`config.mk`:
```
export PLATFORM = sky130hd
export DESIGN_NAME = note_sequencer
export DESIGN_NICKNAME = d
export VERILOG_FILES = /design/src/rtl/note_sequencer.sv
export SDC_FILE = /design/constraint.sdc
export NUM_CORES = 1
export LEC_CHECK = 0
export BUFFER_PORTS_ARGS = -buffer_cell sky130_fd_sc_hd__buf_4
export CAP_MARGIN = 0
export CORE_AREA = 2 2 53 55
export CTS_BUF_LIST = sky130_fd_sc_hd__clkbuf_4 sky130_fd_sc_hd__clkbuf_8 sky130_fd_sc_hd__clkbuf_16
export DETAILED_ROUTE_END_ITERATION = 8
export DIE_AREA = 0 0 55 57
export GPL_TIMING_DRIVEN = 0
export HOLD_SLACK_MARGIN = 0.08
export PLACE_DENSITY_LB_ADDON = 0.12
export SLEW_MARGIN = 30
export SYNTH_ARGS = -nofsm -noshare
export SYNTH_HDL_FRONTEND = slang
export SYNTH_SLANG_ARGS = --single-unit
```
`constraint.sdc`:
```
create_clock -name clk -period 2.4 [get_ports clk]
set_clock_uncertainty 0.1 [all_clocks]
set_input_delay 0.12 -clock clk [delete_from_list [all_inputs] [get_ports clk]]
set_output_delay 0.12 -clock clk [all_outputs]
set_load 0.005 [all_outputs]
```
`src/rtl/note_sequencer.sv`:
```
// Song-level driver: walks a 32-entry song in an external synchronous ROM and hands each
// note/duration to the note player with a one-cycle load strobe, waiting on its done flag.
module note_sequencer (
  input  logic        clk,
  input  logic        reset_n,
  input  logic        play,
  input  logic        restart,
  input  logic [1:0]  song,
  input  logic        done_with_note,
  input  logic [11:0] rom_data,
  output logic [6:0]  rom_addr,
  output logic [5:0]  note_to_load,
  output logic [5:0]  duration_to_load,
  output logic        load_new_note,
  output logic [4:0]  note_index,
  output logic        song_done
);

  typedef enum logic [2:0] {
    IDLE,
    FETCH,
    WAIT_ROM,
    LOAD,
    WAIT_BUSY,
    WAIT_DONE,
    DONE
  } state_t;

  state_t     state, state_nxt;
  logic [4:0] idx, idx_nxt;
  logic [1:0] song_q, song_nxt;
  logic       capture, clear_note;

  always_ff @(posedge clk or negedge reset_n) begin
    if (!reset_n) begin
      state            <= IDLE;
      idx              <= 5'd0;
      song_q           <= 2'd0;
      note_to_load     <= 6'd0;
      duration_to_load <= 6'd0;
    end else begin
      state  <= state_nxt;
      idx    <= idx_nxt;
      song_q <= song_nxt;
      if (clear_note) begin
        note_to_load     <= 6'd0;
        duration_to_load <= 6'd0;
      end else if (capture) begin
        note_to_load     <= rom_data[11:6];
        duration_to_load <= rom_data[5:0];
      end
    end
  end

  always_comb begin
    state_nxt  = state;
    idx_nxt    = idx;
    song_nxt   = song_q;
    capture    = 1'b0;
    clear_note = 1'b0;
    if (restart) begin
      state_nxt  = IDLE;
      idx_nxt    = 5'd0;
      clear_note = 1'b1;
    end else if (!play) begin
      // Pause freezes everything except a finished song, which drops back to IDLE.
      if (state == DONE) state_nxt = IDLE;
    end else begin
      case (state)
        IDLE: begin
          song_nxt  = song;
          idx_nxt   = 5'd0;
          state_nxt = FETCH;
        end
        FETCH:     state_nxt = WAIT_ROM;
        WAIT_ROM: begin
          capture   = 1'b1;
          state_nxt = (rom_data[5:0] == 6'd0) ? DONE : LOAD;
        end
        LOAD:      state_nxt = WAIT_BUSY;
        WAIT_BUSY: state_nxt = WAIT_DONE;
        WAIT_DONE: begin
          if (done_with_note) begin
            if (idx == 5'd31) begin
              state_nxt = DONE;
            end else begin
              idx_nxt   = idx + 5'd1;
              state_nxt = FETCH;
            end
          end
        end
        DONE:      state_nxt = DONE;
        default:   state_nxt = IDLE;
      endcase
    end
  end

  assign rom_addr      = {song_q, idx};
  assign note_index    = idx;
  assign load_new_note = (state == LOAD) && play;
  assign song_done     = (state == DONE);

endmodule

```
==> results of run 1 <==
==> cell type report <==
class                      instances  share of cell area
timing repair buffer              63              0.2940
tap                               31             0.02191
clock buffer                       4             0.02049
multi-input combinational         73              0.2933
sequential                        22              0.3110
buffer                            11             0.05300
inverter                           3            0.006360
==> routing by layer <==
layer	global-route usage	up-vias
met4	0.06272	0
met3	0.02618	4
met5	0	-
met2	0.3707	33
met1	0.2766	527
li1	-	528
==> worst max-delay path, delay by kind of cell, from the launching register on <==
family | cells | cell delay, ns
AO/OA/AOI/OAI | 2 | 0.33
adder cells (fa/ha/maj) | 2 | 0.47
flip-flops | 1 | 0.45
AND/OR/NAND/NOR | 3 | 0.71
==> placed cells by master, fill, tap and decap left out, drive strengths merged <==
| cell | n |
|---|---|
| nor4 | 2 |
| or4 | 1 |
| buf | 54 |
| nand2 | 7 |
| o21ba | 1 |
| a211o | 1 |
| a311o | 1 |
| and2b | 1 |
| o32ai | 1 |
| dlygate4sd3 | 19 |
| mux2 | 2 |
| a22o | 12 |
| nand4b | 1 |
| a21oi | 6 |
| or2 | 1 |
| and4b | 1 |
| nand2b | 6 |
| nor3 | 4 |
| inv | 3 |
| nand3 | 1 |
| dfrtp | 22 |
| clkbuf | 5 |
| o221ai | 1 |
| o21ai | 6 |
| ha | 2 |
| nor3b | 1 |
| xor2 | 1 |
| nand3b | 4 |
| nor2 | 5 |
| a22oi | 1 |
| a31oi | 1 |
| and3 | 2 |
==> what timing repair did <==
| action | in CTS | in global routing |
|---|---|---|
| resized for setup | 0 | 0 |
| setup endpoints to repair | 0 | 0 |
| endpoints found under the hold margin | 40 | 0 |
| hold buffers | 19 | 0 |
==> worst paths after layout <==
check                                                startpoint                         endpoint  slack (ns)
worst min-delay path                                    reset_n             state[1]$_DFFE_PN0P_        0.11
worst max register to register        note_index[0]$_DFFE_PN0P_        note_index[3]$_DFFE_PN0P_        0.27
worst max-delay path                  note_index[0]$_DFFE_PN0P_        note_index[3]$_DFFE_PN0P_        0.27
min in group clk                                 done_with_note             state[0]$_DFFE_PN0P_        0.13
max in group asynchronous                               reset_n      note_to_load[2]$_DFFE_PN0P_        1.86
worst min register to register  duration_to_load[2]$_DFFE_PN0P_  duration_to_load[2]$_DFFE_PN0P_        0.42
==> logic make-up (layout without fill, tap and decap cells) <==
group / Yosys count / in the layout
mux: 2 / 2
xor+xnor: 1 / 1
simple gates: 37 / 37
fa+ha+maj: 2 / 2
buf+inv: 14 / 81
flops: 22 / 22
compound gates: 31 / 31
==> registers in the layout, indices dropped and copies added (netlist names) <==
| signal | count |
|---|---|
| duration_to_load | 6 |
| state | 3 |
| note_index | 5 |
| song_q | 2 |
| note_to_load | 6 |
==> power by group <==
| part | switching, mW | internal, mW |
|---|---|---|
| registers | 0.00899 | 0.386 |
| logic | 0.0642 | 0.0874 |
| clock network | 0.115 | 0.0926 |
| total | 0.188 | 0.566 |
==> metrics by stage <==
step,cells,total power [mW]
global route,207,0.7957
global placement,184,0.5259
finish,207,0.7535
CTS,207,0.7630
detailed placement,184,0.5304
floorplan,109,0.4626
==> results.md, run 1 <==
- The total of max-cap violations is 0.
- The number of design rule violations left after detail routing is 0.
- Adding up every negative setup slack in the final design gives 0 ns.
- The final global-route overflow total is 0.
- The run finished with clean final reports.
- Setup slack on the critical path of the routed design comes to 0.2676 ns.
- For the pin with the worst max-slew slack, the measured transition is 0.4246 ns.
- The number of failing hold endpoints at the final stage is 0.
- The uppermost layer routed is met4.
- The post-detailed-placement half-perimeter wirelength is 1977 um.
- Derived from the worst setup path, the maximum achievable clock frequency is 468.9 MHz.
- The die is 55 um wide.
- The xor-xnor portion of the synthesized cell area is 0.007455.
- The area added between synthesis and finish is 50.69%.
- The worst slew margin relative to its limit is 0.7143.
- The number of sinks driven by the clock tree is 22.
- The number of placed I/O pins is 45.
- The adder-cell area share of the yosys netlist is 0.02130.
- The async set or reset register ratio after synthesis is 1.000.
- The final estimated routing congestion in global placement is 0.9237.
- The number of vias per cell after detailed routing is 5.275.
- The post-synthesis compound-gate area fraction came to 0.1917.
- VDD sags by at most 0.3442 mV.
- The count of cell types in the netlist is 37.
- The post-CTS repair timing setup buffer count is 0.
- Clock-pin slew was measured on the worst setup and hold paths at 0.13 ns.
- The share of synthesized area in the top cell type comes to 0.4686.
- The initial antenna violation count was 0.
- The first routing iteration left 20 violations.
- Summing all multi-input logic gate instances after layout gives 519.2 um2.
- The max-slew violation count is 0.
- The largest single stage delay on the critical path is 0.45 ns.
- The most common cell in the synthesized netlist is dfrtp_1.
- Setup repair after global routing left no endpoint under its margin.
- By area, the combinational part of the netlist is dominated by simple AND/OR/NAND/NOR gates.
- The flop and latch count out of synthesis is 22.
- The die outline height is 57 um.
- Dividing total power by cell area gives a power density of 425.6 nW/um2.
- The first-pass iteration count of the detailed router is 4.
- For this design the static power due to leakage is 0.8842 nW.
- The cell sitting at the root of the clock tree is a clkbuf_4.
- The number of flops mapped to enable cells by yosys is 0.
- Buffers inserted during clock tree synthesis total 3.
- Fill cells in the final layout number 204.
- Measured on the finished design, the core utilization comes to 0.6770.
- CTS built an H-tree with a depth of 1.
- The worst setup path is launched from a register.
- Measured in cells, the most critical reg-to-reg path has a length of 7.
- Across every metal layer, demand over resource in global routing totals 0.2150.
- The type of the worst setup path is register to register.
- The clock tree from TritonCTS is built.
- The global-route wire length before repair is 4940 um.
- The via total after detailed routing is 1,092.
- The cell type with the highest aggregate area in the netlist is dfrtp_1.
- Summed over all nets, wire length on met3 after detailed routing comes to 122 um.
- The detailed-route wire length on metal 1 is 1211 um.
- Input and output buffers added on the ports amount to 44.
- The post-detailed-route wirelength per cell is 14.04 um.
- The post-synthesis sequential area ratio is 0.4686.
- The synthesized area is 1175 um2.
- The signal on the critical path passes through ha_1, and3_1, ha_1, and4b_1, o21ai_1, nand2b_1, o21ai_0.
- The worst hold margin is 0.1074 ns.
- Synthesis produced a netlist whose cell count is 109.
- The total nets after synthesis is 130.
- The placement-stage cell area is 1544 um2.
- The minimum clock period after layout is 2.132 ns.
- The critical path arrival is 2.26 ns.
- Once detail routing completed, the nets flagged for antenna violations numbered 0.
- In the final layout, the share of cells above drive strength 1 is 0.3920.
- The starting density of the core is 0.4493.
- The portion of synthesized area spent on multiplexers is 0.01917.
- Of all nets on the critical path, the largest fanout is 7.
- The maximum count of clock buffers along a single path is 2.
- The average footprint of a synthesized cell is 10.78 um2.
- After synthesis, the cell types taking the most area are dfrtp_1 (47%), a22o_1 (8.9%), buf_4 (4.5%).
- The total length of routed wires is 2906 um.
- In the finished design, the share of the clock period the worst path needs comes to 0.8885.
- The core region is 2615 um2.
- The most frequently used flop master after synthesis is dfrtp_1.
- The simple-gate share of the synthesized area is 0.2023.
- In the synthesized netlist, the cells that appear most often are dfrtp_1 (22), a22o_1 (12), buf_4 (7), nand2_1 (7), a21oi_1 (6).
- Before CTS, the worst setup slack after placement is 0.2978 ns.
- The final net count is 198.
- On the critical path, the stage with the largest delay is an instance of dfrtp_1.
- Summed over all nets, wire length on met2 after detailed routing comes to 1545 um.
- The worst path required time is 2.53 ns.
- The floorplan step defined a die boundary enclosing 3135 um2.
- Summing all non-filler instances in the final layout gives an area of 1770 um2.
- The category of the worst setup path capture point is a register.
- The number of warning messages in the yosys log is 0.
- The antenna diode instance count is 0.
- Setup violations remaining at the end of the flow were counted as 0.
- The pin count of the biggest net entering global routing is 23.
- Registers take 550.5 um2.
- At the later pin of the worst-skew pair, clock insertion delay measures 0.31 ns.
- The total number of placement rows is 19.
- The via count of the first global-routing pass is 1,110.
- In this run the worst hold path is classified as input port to async pin.
- The most numerous cell on the critical path is ha_1.
Power figures use the tool's default switching activity.
==> run 2: changes to the inputs <==
Settings changed: PLACE_DENSITY set to 0.76, PLACE_DENSITY_LB_ADDON 0.12 to not set.
==> results.md, run 2 (same netlist as run 1, synthesis figures left out) <==
- Once detailed placement completed, the half-perimeter wirelength came to 1948 um.
- Clock-pin slew was measured on the worst setup and hold paths at 0.13 ns.
- The repair_antennas step left the layout with diodes totalling 0.
- The routed design uses 1480 um of met2 wire.
- The total of max-cap violations is 0.
- The proportion of layout cells with a drive suffix above 1 is 0.3966.
- The pin count of the biggest net entering global routing is 23.
- The initial utilization of the core area, before any placement, comes to 0.4493.
- The maximum resistive drop on vdd is 0.4014 mV.
- The area growth from synthesis to layout is 50.37%.
- The worst path required time is 2.53 ns.
- The leakage power figure is 0.8773 nW.
- The number of vias per cell after detailed routing is 5.254.
- The detailed router finished its first iteration with 20 violations.
- Counting the buffers created by CTS gives 3.
- The category of the worst setup path capture point is a register.
- The fmax is 479.7 MHz.
- The number of buffers inserted by port buffering is 44.
- The worst hold margin is 0.1162 ns.
- The final global-route overflow total is 0.
- Detailed routing inserted a total of 1,077 vias.
- In the detailed route, the total length drawn on met3 is 141 um.
- The total number of H-tree levels is 1.
- The most frequent standard cell in the layout excluding fill and tap cells is buf_4.
- The floorplan step defined a core boundary enclosing 2615 um2.
- Adding up every negative setup slack in the final design gives 0 ns.
- The clock tree from TritonCTS is built.
- The detailed-route wire length on metal 1 is 1286 um.
- The first global-routing pass estimated 4774 um of wire.
- The via count of the first global-routing pass was 1,096.
- The total chip power is 0.8299 mW.
- The buffer type at the clock tree root is clkbuf_4.
- The post-detailed-route wirelength per cell is 14.36 um.
- The final-layout fill cell count is 209.
- The library cells used most frequently in the layout, excluding fill and tap cells, are buf_4 (51), dfrtp_1 (22), dlygate4sd3_1 (17), a22o_1 (12), nand2_1 (7).
- The initial antenna violation count is 0.
- The total length of routed wires is 2944 um.
- Measured against its own limit, the worst slew margin works out to 0.7247.
- The width of the die is 55 um.
- The first-pass iteration count of the detailed router is 4.
- The global-route usage over all layers is 0.2050.
- For the finished layout, the period the worst path requires is 2.085 ns.
- The final estimated routing congestion in global placement is 0.8916.
- The clock net in this run drives a total of 22 sinks.
- For this run, design rule violations remaining after detail routing come to 0.
- For the worst setup path, the data arrival time is 2.22 ns.
- The quantity of gates resized following cts is 0.
- The flow ran to the end, and the final reports show no timing, DRC or antenna violations.
- The number of failing hold endpoints at the final stage came to 0.
- Setup repair after global routing left no endpoint under its margin.
- The clock insertion delay at the later pin of the skew report is 0.30 ns.
- No sink is reached through more buffers than the 2 on the longest clock path.
- The count of antenna-violating nets left after detailed routing is 0.
- At the pin with the least slew margin, the transition time is 0.4091 ns.
- The die area is 3135 um2.
- The type of the worst setup path is register to register.
- In this run the top signal layer used is met4.
- The post-route core utilization is 0.6756.
- Setup slack on the critical path of the routed design comes to 0.3151 ns.
- The power per cell area is 469.8 nW/um2.
- The final net count is 196.
- The die is 57 um tall.
- The max-slew violation count is 0.
- At the placement stage, the worst setup path has a slack of 0.3412 ns.
- The element type at the critical path start is a register.
- The highest net fanout along the worst path is 7.
- The total number of placement rows is 19.
- The path class of the lowest-slack min-delay path is input port to async pin.
- Dividing the final minimum period by the clock period gives 0.8687.
- The number of placed I/O pins is 45.
- The setup violation total in the final timing report is 0.
run 2: changes by cell type in the layout (fill, tap and decap cells not counted), sizes merged:
cell and delta:
clkbuf -1, dlygate4sd3 -2, bufinv +1
run 2: worst max-delay path: stages (launching register included):
cell      delay [ns]
dfrtp_1         0.45
ha_1            0.24
and3_1          0.19
ha_1            0.21
and4b_1         0.30
o21ai_1         0.15
nand2b_1        0.20
o21ai_0         0.17
run 2: routing by layer:
| metal | track usage | vias to the layer above |
|---|---|---|
| met4 | 0.05923 | 0 |
| met3 | 0.03141 | 6 |
| met1 | 0.2704 | 502 |
| met2 | 0.3435 | 42 |
| li1 | - | 527 |
| met5 | 0 | - |
run 2: layout make-up:
type | instances | area, um2 | area share
buffer | 11 | 93.84 | 0.05312
clock buffer | 3 | 22.52 | 0.01275
clock inverter | 1 | 30.03 | 0.01700
inverter | 3 | 11.26 | 0.006374
multi-input combinational | 73 | 519.2 | 0.2939
sequential | 22 | 550.5 | 0.3116
tap | 31 | 38.79 | 0.02195
timing repair buffer | 61 | 500.5 | 0.2833
run 2: path summary, 6_finish.rpt:
path                                        startpoint                               to  slack, ns  depth (start not counted)
hold / removal                                 reset_n        note_index[2]$_DFFE_PN0P_       0.12                          2
hold reg to reg            note_to_load[5]$_DFFE_PN0P_      note_to_load[5]$_DFFE_PN0P_       0.43                          1
max in group asynchronous                      reset_n  duration_to_load[1]$_DFFE_PN0P_       1.86                          2
setup / recovery             note_index[0]$_DFFE_PN0P_        note_index[0]$_DFFE_PN0P_       0.32                          7
setup reg to reg             note_index[0]$_DFFE_PN0P_        note_index[0]$_DFFE_PN0P_       0.32                          7
min in group clk                        done_with_note        note_index[2]$_DFFE_PN0P_       0.21                          4
run 2: through the flow:
| step | cells | area (um2) |
|---|---|---|
| final | 205 | 1767 |
| after global placement | 184 | 1544 |
| after global routing | 205 | 1767 |
| after detailed placement | 184 | 1544 |
| after floorplan | 109 | 1175 |
| after CTS | 205 | 1767 |
run 2: where the power goes:
part / leakage, nW / internal (mW) / switching [mW]
Sequential: 0.301 / 0.386 / 0.00997
Combinational: 0.549 / 0.0865 / 0.0646
Clock: 0.0279 / 0.169 / 0.115
run 2: repair_timing:
item,in CTS,in global routing
setup buffers,0,0
endpoints found under the hold margin,40,0
hold buffers,17,0
